**src/rtl/cellnet_fifo_relay.sv**
```systemverilog
// Four-phase handshake relay with a DEPTH-entry FIFO between a cellnet source and sink.
// The upstream side accepts words into the buffer; the downstream side replays them in order.
`ifndef ADDRESS_SIZE
`define ADDRESS_SIZE 8
`endif
`ifndef DATA_SIZE
`define DATA_SIZE 8
`endif

module cellnet_fifo_relay #(
    parameter int ADDR_W = `ADDRESS_SIZE,
    parameter int DAT_W  = `DATA_SIZE,
    parameter int DEPTH  = 4
) (
    input  logic                     i_clk,
    input  logic                     i_rst_n,
    input  logic                     i_req,
    input  logic [ADDR_W-1:0]        i_addr,
    input  logic [DAT_W-1:0]         i_dat,
    output logic                     o_ack,
    output logic                     o_req,
    output logic [ADDR_W-1:0]        o_addr,
    output logic [DAT_W-1:0]         o_dat,
    input  logic                     i_ack,
    output logic [$clog2(DEPTH):0]   o_count,
    output logic                     o_err
);

    localparam int PTR_W = $clog2(DEPTH);
    localparam int CNT_W = PTR_W + 1;
    localparam int ENT_W = ADDR_W + DAT_W;

    typedef enum logic {U_IDLE, U_ACK} u_state_t;
    typedef enum logic [1:0] {D_IDLE, D_REQ, D_WAIT} d_state_t;

    u_state_t         u_state_q, u_state_d;
    d_state_t         d_state_q, d_state_d;
    logic [PTR_W-1:0] wr_ptr_q, wr_ptr_d;
    logic [PTR_W-1:0] rd_ptr_q, rd_ptr_d;
    logic [CNT_W-1:0] count_q, count_d;
    logic [ADDR_W-1:0] addr_q, addr_d;
    logic [DAT_W-1:0] dat_q, dat_d;
    logic             err_q, err_d;
    logic             ack_seen_q, ack_seen_d;

    logic [ENT_W-1:0] mem_q [DEPTH];
    logic [ENT_W-1:0] head;

    logic full, empty, push, pop, load;

    // Fullness is judged on the registered count, so a same-edge pop never makes room.
    assign full  = (count_q == CNT_W'(DEPTH));
    assign empty = (count_q == '0);
    assign push  = (u_state_q == U_IDLE) && i_req && !full;
    assign pop   = (d_state_q == D_REQ) && i_ack && !empty;
    assign load  = (d_state_q == D_IDLE) && !empty;
    assign head  = mem_q[rd_ptr_q];

    always_comb begin
        u_state_d = u_state_q;
        case (u_state_q)
            U_IDLE:  if (push) u_state_d = U_ACK;
            U_ACK:   if (!i_req) u_state_d = U_IDLE;
            default: u_state_d = U_IDLE;
        endcase
    end

    always_comb begin
        d_state_d = d_state_q;
        addr_d    = addr_q;
        dat_d     = dat_q;
        case (d_state_q)
            D_IDLE: begin
                if (load) begin
                    d_state_d = D_REQ;
                    {addr_d, dat_d} = head;
                end
            end
            D_REQ:   if (i_ack) d_state_d = D_WAIT;
            D_WAIT:  if (!i_ack) d_state_d = D_IDLE;
            default: d_state_d = D_IDLE;
        endcase
    end

    always_comb begin
        wr_ptr_d = push ? wr_ptr_q + PTR_W'(1) : wr_ptr_q;
        rd_ptr_d = pop  ? rd_ptr_q + PTR_W'(1) : rd_ptr_q;
        count_d  = count_q;
        case ({push, pop})
            2'b10:   count_d = count_q + CNT_W'(1);
            2'b01:   count_d = count_q - CNT_W'(1);
            default: count_d = count_q;
        endcase
    end

    // ack_seen tracks an i_ack already taken in this D_REQ visit; a later low there means a broken FSM.
    always_comb begin
        ack_seen_d = ack_seen_q;
        if (load)
            ack_seen_d = 1'b0;
        else if (pop)
            ack_seen_d = 1'b1;
        err_d = err_q
              | ((d_state_q == D_IDLE) && i_ack)
              | ((d_state_q == D_REQ) && !i_ack && ack_seen_q);
    end

    always_ff @(posedge i_clk or negedge i_rst_n) begin
        if (!i_rst_n) begin
            u_state_q  <= U_IDLE;
            d_state_q  <= D_IDLE;
            wr_ptr_q   <= '0;
            rd_ptr_q   <= '0;
            count_q    <= '0;
            addr_q     <= '0;
            dat_q      <= '0;
            err_q      <= 1'b0;
            ack_seen_q <= 1'b0;
        end else begin
            u_state_q  <= u_state_d;
            d_state_q  <= d_state_d;
            wr_ptr_q   <= wr_ptr_d;
            rd_ptr_q   <= rd_ptr_d;
            count_q    <= count_d;
            addr_q     <= addr_d;
            dat_q      <= dat_d;
            err_q      <= err_d;
            ack_seen_q <= ack_seen_d;
        end
    end

    always_ff @(posedge i_clk) begin
        if (push)
            mem_q[wr_ptr_q] <= {i_addr, i_dat};
    end

    assign o_ack   = (u_state_q == U_ACK);
    assign o_req   = (d_state_q == D_REQ);
    assign o_addr  = addr_q;
    assign o_dat   = dat_q;
    assign o_count = count_q;
    assign o_err   = err_q;

endmodule

```
**config.mk**
```make
export PLATFORM = sky130hd
export DESIGN_NAME = cellnet_fifo_relay
export DESIGN_NICKNAME = d
export VERILOG_FILES = /design/src/rtl/cellnet_fifo_relay.sv
export SDC_FILE = /design/constraint.sdc
export NUM_CORES = 1
export LEC_CHECK = 0
export CELL_PAD_IN_SITES_DETAIL_PLACEMENT = 1
export CELL_PAD_IN_SITES_GLOBAL_PLACEMENT = 2
export CORE_MARGIN = 4
export CORE_UTILIZATION = 45
export DETAILED_ROUTE_END_ITERATION = 10
export GPL_TIMING_DRIVEN = 0
export PLACE_DENSITY_LB_ADDON = 0.1
export SKIP_CTS_REPAIR_TIMING = 1
export SLEW_MARGIN = 0
export SYNTH_ARGS = -nofsm -noshare
export SYNTH_HDL_FRONTEND = slang
export SYNTH_SLANG_ARGS = --single-unit
```
**constraint.sdc**
```tcl
create_clock -name i_clk -period 4.85 [get_ports i_clk]
set_input_delay 0.97 -clock i_clk [delete_from_list [all_inputs] [get_ports i_clk]]
set_output_delay 0.97 -clock i_clk [all_outputs]
set_load 0.05 [all_outputs]
```
# Word level (Yosys, flattened, before mapping)
# Memories as Yosys holds them, arrays and structs flattened. A register that Yosys moved wholly into a read port is not among the register bits.
# Index checks and enable logic that the tools add are counted.
[word_totals]
latchBits = 0
mem_count = 1
elab_cells = 52
output_inout_bits = 22
romBits = 0
ff_bits = 12
mem_bits_rw = 64
[memory_table]
columns = ["name", "depth", "width", "rd", "rd_ports_with_merged_regs", "write_ports", "line_no", "rtl"]
rows = [
  ["mem_q", 4, 16, 1, 1, 1, "46", "logic [ENT_W-1:0] mem_q [DEPTH];"],
]
[op_classes]
bitwise = 3
reduce_logical = 18
shifts = 0
div_mod_pow = 0
n_addsub = 4
multipliers = 0
eq_ne = 8
mux = 11
magnitude_cmp = 0
[op_table]
columns = ["op", "n"]
rows = [
  ["1-bit logical AND", 8],
  ["2-bit two-way mux", 3],
  ["2-bit one-hot mux with 3 select lines", 1],
  ["3-bit one-hot mux with 2 select lines", 1],
  ["1-bit two-way mux", 5],
  ["2-bit by 1-bit adder with 2-bit output (second input constant)", 2],
  ["2-bit by 1-bit equality test with 1-bit output (second input constant)", 2],
  ["2-bit equality test (second input constant)", 2],
  ["1-bit zero test", 4],
  ["2-bit != test (second input constant)", 2],
  ["2-bit nonzero test", 2],
  ["3-bit by 1-bit adder with 3-bit output (second input constant)", 1],
  ["3-bit equality test (second input constant)", 1],
  ["3-bit zero test", 1],
  ["3-bit AND reduction", 1],
  ["3-bit by 1-bit subtractor with 3-bit output (second input constant)", 1],
  ["2-bit zero test", 1],
  ["2-bit by 1-bit != test with 1-bit output (second input constant)", 1],
  ["1-bit OR", 2],
  ["1-bit one-hot mux with 2 select lines", 1],
  ["2-bit AND reduction", 1],
  ["1-bit NOT", 1],
]

# Logic depth before layout (Yosys ltp)
# Gate-level depths: netlist (run 1).
[logic_depth]
depth_word = 5
ltp_mapped = 10
mapped_depth_nobuf = 9

# Worst setup path before layout (run 1)
# Ideal clock, no wire load.
[synth_path]
kind = "flip-flop to flip-flop"
from = "register d_state_q[0]"
to = "register count_q[2] (netlist: o_count[2])"
period_less_slack_ns = 2.592
arrival_ns = 2.511
setup_slack_ns = 2.258
required_ns = 4.768
setup_time_ns = 0.082
stages_incl_launch_ff = 9
path_cell_list = "dfrtp_1 -> nor2b_1 -> and3_1 -> ha_1 -> inv_1 -> fa_1 -> xor2_1 -> nor2_1 -> xor2_1"
[synth_via]
elab_chain_cells = 5
[synth_lines]
columns = ["element", "line_no", "rtl"]
rows = [
  ["start: declaration", "37", "d_state_t d_state_q, d_state_d;"],
  ["start signal: assignment", "121", "d_state_q <= d_state_d;"],
  ["2-bit by 1-bit equality test with 1-bit output *", "n/a", ""],
  ["net o_req", "21", "output logic o_req,"],
  ["1-bit logical AND * (2 in series)", "55", "assign pop = (d_state_q == D_REQ) && i_ack && !empty;"],
  ["net pop", "49", "logic full, empty, push, pop, load;"],
  ["2-bit by 1-bit equality test with 1-bit output / 2-bit equality test (equally long branches)", "89", "case ({push, pop})"],
  ["3-bit one-hot mux with 2 select lines / 2-bit nonzero test (equally long branches)", "n/a", ""],
  ["end signal: assignment", "124", "count_q <= count_d;"],
  ["end: declaration", "40", "logic [CNT_W-1:0] count_q, count_d;"],
]
# Mark *: on every way through the listed nets, which the timed path passes. The rest lies on a longest branch.
# A chain may end at the register's enable or synchronous reset.

# Worst setup path in the final report (run 1)
[layout_path]
from = "register d_state_q[0]"
to = "output o_req"
[layout_via]
elab_chain_cells = 1
[layout_lines]
columns = ["element", "line_no", "rtl"]
rows = [
  ["2-bit by 1-bit equality test with 1-bit output", "138", "assign o_req = (d_state_q == D_REQ);"],
  ["end: declaration", "21", ""],
]
# Every way passes these cells.

==> reports/qor.yml, run 1 <==
status: "complete, no violations"
first_pass_iters: 4
synth_seq_cells: 92
via_per_inst: 5.14
yosys-top-cells-area: "edfxtp_1 (54%), dfrtp_1 (20%), mux4_2 (6.9%)"
core_area_um2: 7730
clock-sinks: 92
synth_edf_count: 64
clk_latency_ns: 0.34
place_ws_ns: 1.81
irDropWorstVdd_mv: 0.378
antenna_found_initial: 0
grt_max_degree: 29
avgSynthCellArea_um2: 20.8
rsz0062_at_grt: "no"
cts_buffers: 9
placed_area_um2: 4110
clk_pin_slew_worst_paths_ns: 0.09
grt_first_pass_wirelength_um: 11000
tns_ns: 0
holdPathStages: 1
seq_power_share_pct: 39.0
cp_max_fo: 5
fin_crit_ns: 2.91
grt_pass1_vias: 1929
end_kind: "output port"
fmax_mhz: 344
ff2ff_setup_slack_ns: 2.45
crit_start: "d_state_q[0]"
syn-num-nets: 198
whs_ns: 0.488
cts_tree: "yes"
num_vias: 1695
async_flop_share_pct: 30.4
floorplan.initialDensity_pct: 46.3
drv_slew: 0
ios: 42
nFillCells: 702
worstPathArrival_ns: 1.94
crit_required_ns: 3.88
gp_congestion: 0.760
synth_warnings: 0
finalWirelength_um: 6820
die_area_um2: 9440
drc: 0
seq_area_frac_synth_pct: 73.3
power.net_switching_w: 0.00103
power_density_nw_per_um2: 662
finalHoldViolCount: 0
internal_power_w: 0.00184
period_share_pct: 59.9
drive_above_1_share_pct: 22.4
hold_class: "flop to flop"
fin_nets: 250
die_w_um: 97.2
p_comb_share_pct: 41.4
synth.distinct_cells: 27
static-leakage-power_nw: 1.58
setup_viol: 0
row_count: 32
num_antenna_cells: 0
reg2reg_to: "o_count[2]"
finClkSkew_ns: 0.0156
worst_slew_pin_slew_ns: 0.917
cts-htree-levels: 3
relSlewSlack_pct: 38.9
fin_ws_ns: 1.94
synth_top_area_cell: "edfxtp_1"
r2r_start: "o_count[0]"
critPathLaunchType: "flop"
criticalPathCategory: "flop to output port"
min_to: "o_err"
synth_top_area_share_pct: 53.7
final_cell_area_um2: 4330
reg2reg_depth: 10
drtIter0Drc: 40
io_buffer_count: 41
synth_area_um2: 3580
postRouteAntennaNets: 0
globalRoute.totalOverflow: 0
p_sw_share_pct: 36.0
area.growth.synth_to_final_pct: 21.0
cts_buffer_depth: 2
min-delay-start: "o_err"
cts-root-buf: "clkbuf_8"
drv_cap: 0
clkPwrFrac_pct: 19.6
synth_cells: 172
die_h_um: 97.2
wl_per_cell_um: 20.7
track_usage_pct: 15.4
synthFlopType: "edfxtp_1"
## power by group through the flow
stage / logic [W] / clock network [W] / registers [W]
after floorplan: 0.000561 / 0 / 0.00140
after global placement: 0.00116 / 0 / 0.00112
after detailed placement: 0.00121 / 0 / 0.00114
after CTS: 0.00121 / 0.000573 / 0.00112
after global routing: 0.00126 / 0.000615 / 0.00114
final: 0.00119 / 0.000562 / 0.00112
## placed cells by master (no fill, tap or decap), types with 2 or more instances in the layout
cell	n
bufinv_16	2
clkbuf_8	9
clkdlybuf4s50_1	40
mux4_2	11
buf_2	3
edfxtp_1	64
ha_1	5
o21a_1	3
nor2_1	2
mux4_1	5
nor2b_1	3
and2_1	4
mux2i_1	2
xnor2_1	2
inv_1	7
dfrtp_1	28
buf_6	3
mux2_2	16
xor2_1	4
## critical path: stages, from the launching register on
cell and delay, ns:
dfrtp_1 0.41, nor2b_1 0.31, clkdlybuf4s50_1 0.87
## per-layer routing
metal / GRT usage [%] / vias to the layer above / wire length [um]
met1: 18.9 / 886 / 2740
li1: - / 767 / -
met2: 27.3 / 36 / 3790
met3: 3.02 / 6 / 227
met5: 0 / - / 0
met4: 5.51 / 0 / 62
## cell type report
cell class	count	area [um2]	area share [%]
inverters	7	26.3	0.607
multi-input cells	67	866	20.0
clock buffers	9	124	2.86
repair buffers	41	405	9.36
well taps	102	128	2.95
plain buffers	6	63.8	1.47
flip-flops and latches	92	2620	60.5
clock inverters	6	96.3	2.22
## synthesized netlist by cell type, types with 2 or more instances
library cell  instances
nor2_1                2
and2_1                4
xnor2_1               2
mux2i_1               2
edfxtp_1             64
inv_1                 7
mux4_1                5
ha_1                  5
dfrtp_1              28
o21a_1                3
mux4_2               11
nor2b_1               3
buf_2                 2
mux2_2               16
buf_6                 3
xor2_1                4
## worst max path at each step
stage	endpoint	slack, ns	depth (start not counted)
floorplan	o_count[2]	2.26	8
global placement	o_count[2]	1.96	8
detailed placement	o_count[2]	1.81	8
CTS	o_req	1.91	2
global route	o_req	1.85	2
finish	o_req	1.94	2
## flip-flops by register name (all words and copies together) (netlist names)
signal	count
o_err	1
rd_ptr_q	2
wr_ptr_q	2
o_addr	8
o_dat	8
mem_q	64
o_count	3
d_state_q	2
o_ack	1
ack_seen_q	1
## stage by stage
step / util, % / power (W) / instances
after floorplan: - / 0.00197 / 172
after detailed placement: 53.2 / 0.00235 / 315
after global routing: 56.1 / 0.00301 / 330
after global placement: 53.3 / 0.00228 / 315
after CTS: 56.1 / 0.00291 / 330
final: 56.1 / 0.00287 / 330
## kinds of logic after synthesis
family / Yosys count / share of synthesized area (%)
adder cells (fa/ha/maj): 6 / 2.31
buffers and inverters: 13 / 2.52
AO/OA/AOI/OAI: 5 / 0.979
multiplexers: 35 / 16.6
flip-flops: 92 / 73.3
XOR/XNOR: 6 / 1.47
AND/OR/NAND/NOR: 15 / 2.83
No activity file was read; power rests on OpenSTA's default activity.
==> inputs of run 2 (changes only) <==
--- a/config.mk
+++ b/config.mk
@@ -8,7 +8,7 @@
 export CELL_PAD_IN_SITES_DETAIL_PLACEMENT = 1
 export CELL_PAD_IN_SITES_GLOBAL_PLACEMENT = 2
 export CORE_MARGIN = 4
-export CORE_UTILIZATION = 45
+export CORE_UTILIZATION = 42
 export DETAILED_ROUTE_END_ITERATION = 10
 export GPL_TIMING_DRIVEN = 0
 export PLACE_DENSITY_LB_ADDON = 0.1
==> constraint.sdc (replaced) <==
create_clock -name i_clk -period 3 [get_ports i_clk]
set_input_delay 0.6 -clock i_clk [delete_from_list [all_inputs] [get_ports i_clk]]
set_output_delay 0.6 -clock i_clk [all_outputs]
set_load 0.05 [all_outputs]
==> reports/qor.yml, run 2 (synthesis gave the netlist of run 1 again) <==
status: "complete, no violations"
grt_pass1_vias: 1919  # -0.52%
gp_congestion: 0.679  # -11%
reg2reg_depth: 10  # unchanged
io_buffer_count: 41  # unchanged
whs_ns: 0.293  # -0.195 ns
area.growth.synth_to_final_pct: 19.9
met1_usage_pct: 17.5  # -1.4 points
clk_latency_ns: 0.35  # about the same
crit_start: "d_state_q[0]"
grt_max_degree: 29  # unchanged
placed_area_um2: 4120  # about the same
largest_reg_flops: 64  # unchanged
num_antenna_cells: 0  # unchanged
layout_commonest_cell: "edfxtp_1"
fin_crit_ns: 2.58
layout.cells.most_common_list: "edfxtp_1 (64), clkdlybuf4s50_1 (40), dfrtp_1 (28)"
setup_viol: 0  # unchanged
drtIter0Drc: 51  # +28%
relSlewSlack_pct: 36.6  # -2.3 points
grt.met3_usage_pct: 3.34  # +0.32 points
cts_buffers: 9  # unchanged
track_usage_pct: 14.4  # -1.1 points
grt_first_pass_wirelength_um: 10400  # -4.9%
cp_max_fo: 5  # unchanged
cts_buffer_depth: 2  # unchanged
finalWirelength_um: 6500  # -4.7%
fin_nets: 250  # unchanged
criticalPathCategory: "flop to output port"
final_cell_area_um2: 4290  # -0.92%
r2r_start: "o_count[0]"
via_per_inst: 5.04  # -1.9%
crit_slowest_cell: "clkdlybuf4s50_1"
critPathLaunchType: "flop"
clk_pin_slew_worst_paths_ns: 0.09  # about the same
core_area_um2: 8260  # +6.9%
die_h_um: 100  # +3.2%
postRouteAntennaNets: 0  # unchanged
fmax_mhz: 388
hpwl_um: 4250
critical_path.endpoint: "o_req"
clock-sinks: 92  # unchanged
irDropWorstVdd_mv: 0.400  # +5.8%
reg2reg_to: "o_count[2]"
worst_slew_pin_slew_ns: 0.951  # +0.0344 ns
rsz0062_at_grt: "no"
cts_tree: "yes"
num_vias: 1683  # -0.71%
finalHoldViolCount: 0  # unchanged
hold_class: "input pin to async pin"
floorplan.initialDensity_pct: 43.3  # -3.0 points
ios: 42  # unchanged
max_stage_delay_ns: 0.87  # about the same
die_area_um2: 10100  # +6.5%
power_w: 0.00446  # +56%
die_w_um: 100  # +3.2%
crit_required_ns: 2.40  # -1.48 ns
tns_ns: 0  # unchanged
finClkSkew_ns: 0.00700  # -0.00858 ns
nFillCells: 752  # +7.1%
static-leakage-power_nw: 1.55  # -1.5%
globalRoute.totalOverflow: 0  # unchanged
regMostFlops: "mem_q"
period_share_pct: 85.9
drv_slew: 0  # unchanged
gr-max-usage-layer: "met2"
drc: 0  # unchanged
cts-root-buf: "clkbuf_8"
final_util_pct: 52.0  # -4.1 points
worstPathArrival_ns: 1.98  # +0.04 ns
use_met2_pct: 24.9  # -2.4 points
ff2ff_setup_slack_ns: 0.68  # -1.77 ns
antenna_found_initial: 0  # unchanged
power_density_nw_per_um2: 1040  # +57%
drv_cap: 0  # unchanged
wl_per_cell_um: 19.4  # -5.9%
first_pass_iters: 4  # unchanged
cp_cell_sequence: "nor2b_1 > clkdlybuf4s50_1"
cts-htree-levels: 3  # unchanged
end_kind: "output port"
drive_above_1_share_pct: 22.3  # -0.098 points
row_count: 33  # +3.1%
run 2: layout make-up:
class	count	area, um2	area share [%]
buffer	6	63.8	1.49
clock buffer	10	128	2.97
clock inverter	6	48.8	1.14
inverter	7	26.3	0.612
multi-input combinational	67	866	20.2
sequential	92	2620	61.1
tap	105	131	3.06
timing repair buffer	41	405	9.45
run 2: worst min path at each step:
stage                  from         end  slack [ns]  depth (start not counted)
floorplan           i_rst_n  ack_seen_q        0.30                          0
global placement      o_err       o_err        0.46                          1
detailed placement    o_err       o_err        0.47                          1
CTS                 i_rst_n   o_addr[4]        0.31                          1
global route        i_rst_n   o_addr[2]        0.33                          1
finish              i_rst_n   o_addr[0]        0.29                          1
run 2: power breakdown:
part           total (W)  internal (W)  switching, W
Combinational    0.00191      0.000831       0.00108
Clock           0.000751      0.000310      0.000441
Sequential       0.00180       0.00166      0.000137
run 2: per-layer routing:
| layer | vias to the layer above | share of wire, % |
|---|---|---|
| li1 | 766 | - |
| met1 | 870 | 42 |
| met2 | 38 | 53 |
| met3 | 9 | 3.1 |
| met4 | 0 | 1.3 |
| met5 | - | 0 |
run 2: worst max-delay path, delay by kind of cell, from the launching register on:
| family | cells | cell delay [ns] |
|---|---|---|
| buffers and inverters | 1 | 0.87 |
| flip-flops | 1 | 0.41 |
| AND/OR/NAND/NOR | 1 | 0.34 |
run 2: metrics by stage:
stage | worst slack, ns | cells
floorplan | 0.408 | 172
global placement | 0.480 | 318
detailed placement | 0.417 | 318
CTS | 0.403 | 334
global route | 0.313 | 334
finish | 0.424 | 334
==> inputs of run 3 (changes only) <==
--- a/config.mk
+++ b/config.mk
@@ -8,8 +8,9 @@
 export CELL_PAD_IN_SITES_DETAIL_PLACEMENT = 1
 export CELL_PAD_IN_SITES_GLOBAL_PLACEMENT = 2
 export CORE_MARGIN = 4
-export CORE_UTILIZATION = 42
+export CORE_UTILIZATION = 48
 export DETAILED_ROUTE_END_ITERATION = 10
+export DONT_BUFFER_PORTS = 1
 export GPL_TIMING_DRIVEN = 0
 export PLACE_DENSITY_LB_ADDON = 0.1
 export SKIP_CTS_REPAIR_TIMING = 1
==> reports/qor.yml, run 3 (synthesis gave the netlist of run 1 again) <==
status: "complete, no violations"
end_kind: "flop"
ios: 42  # unchanged
die_h_um: 94.3  # -5.9%
tns_ns: 0  # unchanged
layout.cells.most_common_list: "edfxtp_1 (64), dfrtp_1 (28), mux2_2 (16)"
max_stage_delay_ns: 0.69  # -0.18 ns
power_w: 0.00427  # -4.3%
p_sw_share_pct: 36.6  # -0.55 points
critPathLaunchType: "flop"
cts_buffer_depth: 2  # unchanged
cp_max_fo: 7  # +2
drc: 0  # unchanged
internal_power_w: 0.00271  # -3.5%
cts-htree-levels: 3  # unchanged
crit_slowest_cell: "dfrtp_1"
clk_pin_slew_worst_paths_ns: 0.09  # about the same
rsz0062_at_grt: "no"
fin_nets: 210  # -16%
clock-sinks: 92  # unchanged
grt_first_pass_wirelength_um: 9400  # -9.8%
die_w_um: 94.3  # -5.9%
dp_cells: 271  # -15%
power.net_switching_w: 0.00156  # -5.7%
worstPathArrival_ns: 2.89  # +0.91 ns
grt_max_degree: 29  # unchanged
dr_wl_met3_um: 335  # +68%
num_antenna_cells: 0  # unchanged
postRouteAntennaNets: 0  # unchanged
relSlewSlack_pct: 39.6  # +3.0 points
finClkSkew_ns: 0.00925  # +0.00224 ns
first_pass_iters: 4  # unchanged
die_area_um2: 8900  # -12%
globalRoute.totalOverflow: 0  # unchanged
hpwl_um: 3800  # -10%
cts_tree: "yes"
setup_viol: 0  # unchanged
gp_congestion: 0.663  # -2.4%
clk_latency_ns: 0.35  # about the same
seq_power_share_pct: 53.9  # +14 points
io_buffer_count: 0  # -100%
worst-path-buf-inv: 3  # +2
wl_met1_um: 2420  # -12%
fmax_mhz: 381  # -2.0%
core_area_um2: 7250  # -12%
hold_class: "input pin to async pin"
power_density_nw_per_um2: 1090  # +4.4%
track_usage_pct: 15.3  # +0.94 points
antenna_found_initial: 0  # unchanged
top_layer_used: "met4"
cts_buffers: 9  # unchanged
area.growth.synth_to_final_pct: 9.93
drv_cap: 0  # unchanged
regMostFlops: "mem_q"
drv_slew: 0  # unchanged
period_share_pct: 87.6  # +1.7 points
row_count: 31  # -6.1%
cts-root-buf: "clkbuf_8"
crit_required_ns: 3.26  # +0.86 ns
via_per_inst: 5.30  # +5.2%
irDropWorstVdd_mv: 0.474  # +19%
wl_per_cell_um: 20.8  # +7.0%
layoutNonFillerInstCount: 288  # -14%
floorplan.initialDensity_pct: 49.3  # +6.0 points
clkPwrFrac_pct: 20.5  # +3.7 points
cp_cell_sequence: "or3b_1 > and3b_1 > buf_6 > inv_1 > ha_1 > inv_1 > fa_1 > xor2_1 > nor2_1 > xor2_1"
num_vias: 1527  # -9.3%
drtIter0Drc: 79  # +55%
p_comb_share_pct: 25.7  # -17 points
worst_slew_pin_slew_ns: 0.906  # -0.0447 ns
largest_reg_flops: 64  # unchanged
fin_crit_ns: 2.63  # +0.0518 ns
finalWirelength_um: 5990  # -7.7%
wl_met2_um: 3100  # -11%
static-leakage-power_nw: 1.42  # -8.4%
grt_pass1_vias: 1671  # -13%
drive_above_1_share_pct: 26.5  # +4.2 points
finalHoldViolCount: 0  # unchanged
path_delay_family: "simple AND/OR/NAND/NOR gates"
criticalPathCategory: "flop to flop"
layout_commonest_cell: "edfxtp_1"
run 3: path summary, 6_finish.rpt:
path | start | to | slack (ns) | depth (start not counted)
hold reg to reg | ack_seen_q | ack_seen_q | 0.49 | 1
setup reg to reg | o_count[2] | o_count[2] | 0.37 | 10
setup / recovery | o_count[2] | o_count[2] | 0.37 | 10
min in group i_clk | i_dat[2] | mem_q[0][2] | 0.34 | 0
max in group asynchronous | i_rst_n | o_addr[7] | 2.77 | 1
hold / removal | i_rst_n | o_dat[3] | 0.06 | 1
run 3: final cells by class:
class | count | area (um2)
Inverter | 7 | 26.3
Clock inverter | 4 | 73.8
Tap cell | 99 | 124
Multi-Input combinational cell | 67 | 868
Timing Repair Buffer | 1 | 20.0
Clock buffer | 12 | 135
Buffer | 6 | 63.8
Sequential cell | 92 | 2620
Fill cell | 644 | 3320
run 3: worst register-to-register path, stage by stage (launching register included):
cell,delay [ns]
dfrtp_1,0.69
or3b_1,0.42
and3b_1,0.19
buf_6,0.13
inv_1,0.05
ha_1,0.18
inv_1,0.06
fa_1,0.37
xor2_1,0.15
nor2_1,0.12
xor2_1,0.18
run 3: power by group through the flow:
stage          registers (W)  logic [W]  clock network [W]
2_1_floorplan        0.00227   0.000907                  0
3_3_place_gp         0.00232    0.00106                  0
3_5_place_dp         0.00234    0.00111                  0
4_1_cts              0.00231    0.00112           0.000898
5_1_grt              0.00234    0.00121           0.000968
6_report             0.00230    0.00110           0.000874
run 3: per-stage QoR:
stage                     hold WS [ns]  setup WS, ns  area, um2  utilization [%]
final                           0.0631         0.372       3930             54.2
after global routing            0.0499         0.214       3930             54.2
after CTS                      -0.0860         0.131       3910             53.9
after detailed placement         0.305         0.155       3700             51.0
after global placement           0.305         0.267       3700             51.0
after floorplan                  0.304         0.408       3580                -
run 3: metal layers:
metal | GRT usage [%] | up-vias
met5 | 0 | -
met4 | 8.30 | 0
met3 | 5.42 | 11
met2 | 25.1 | 39
met1 | 17.6 | 792
li1 | - | 685
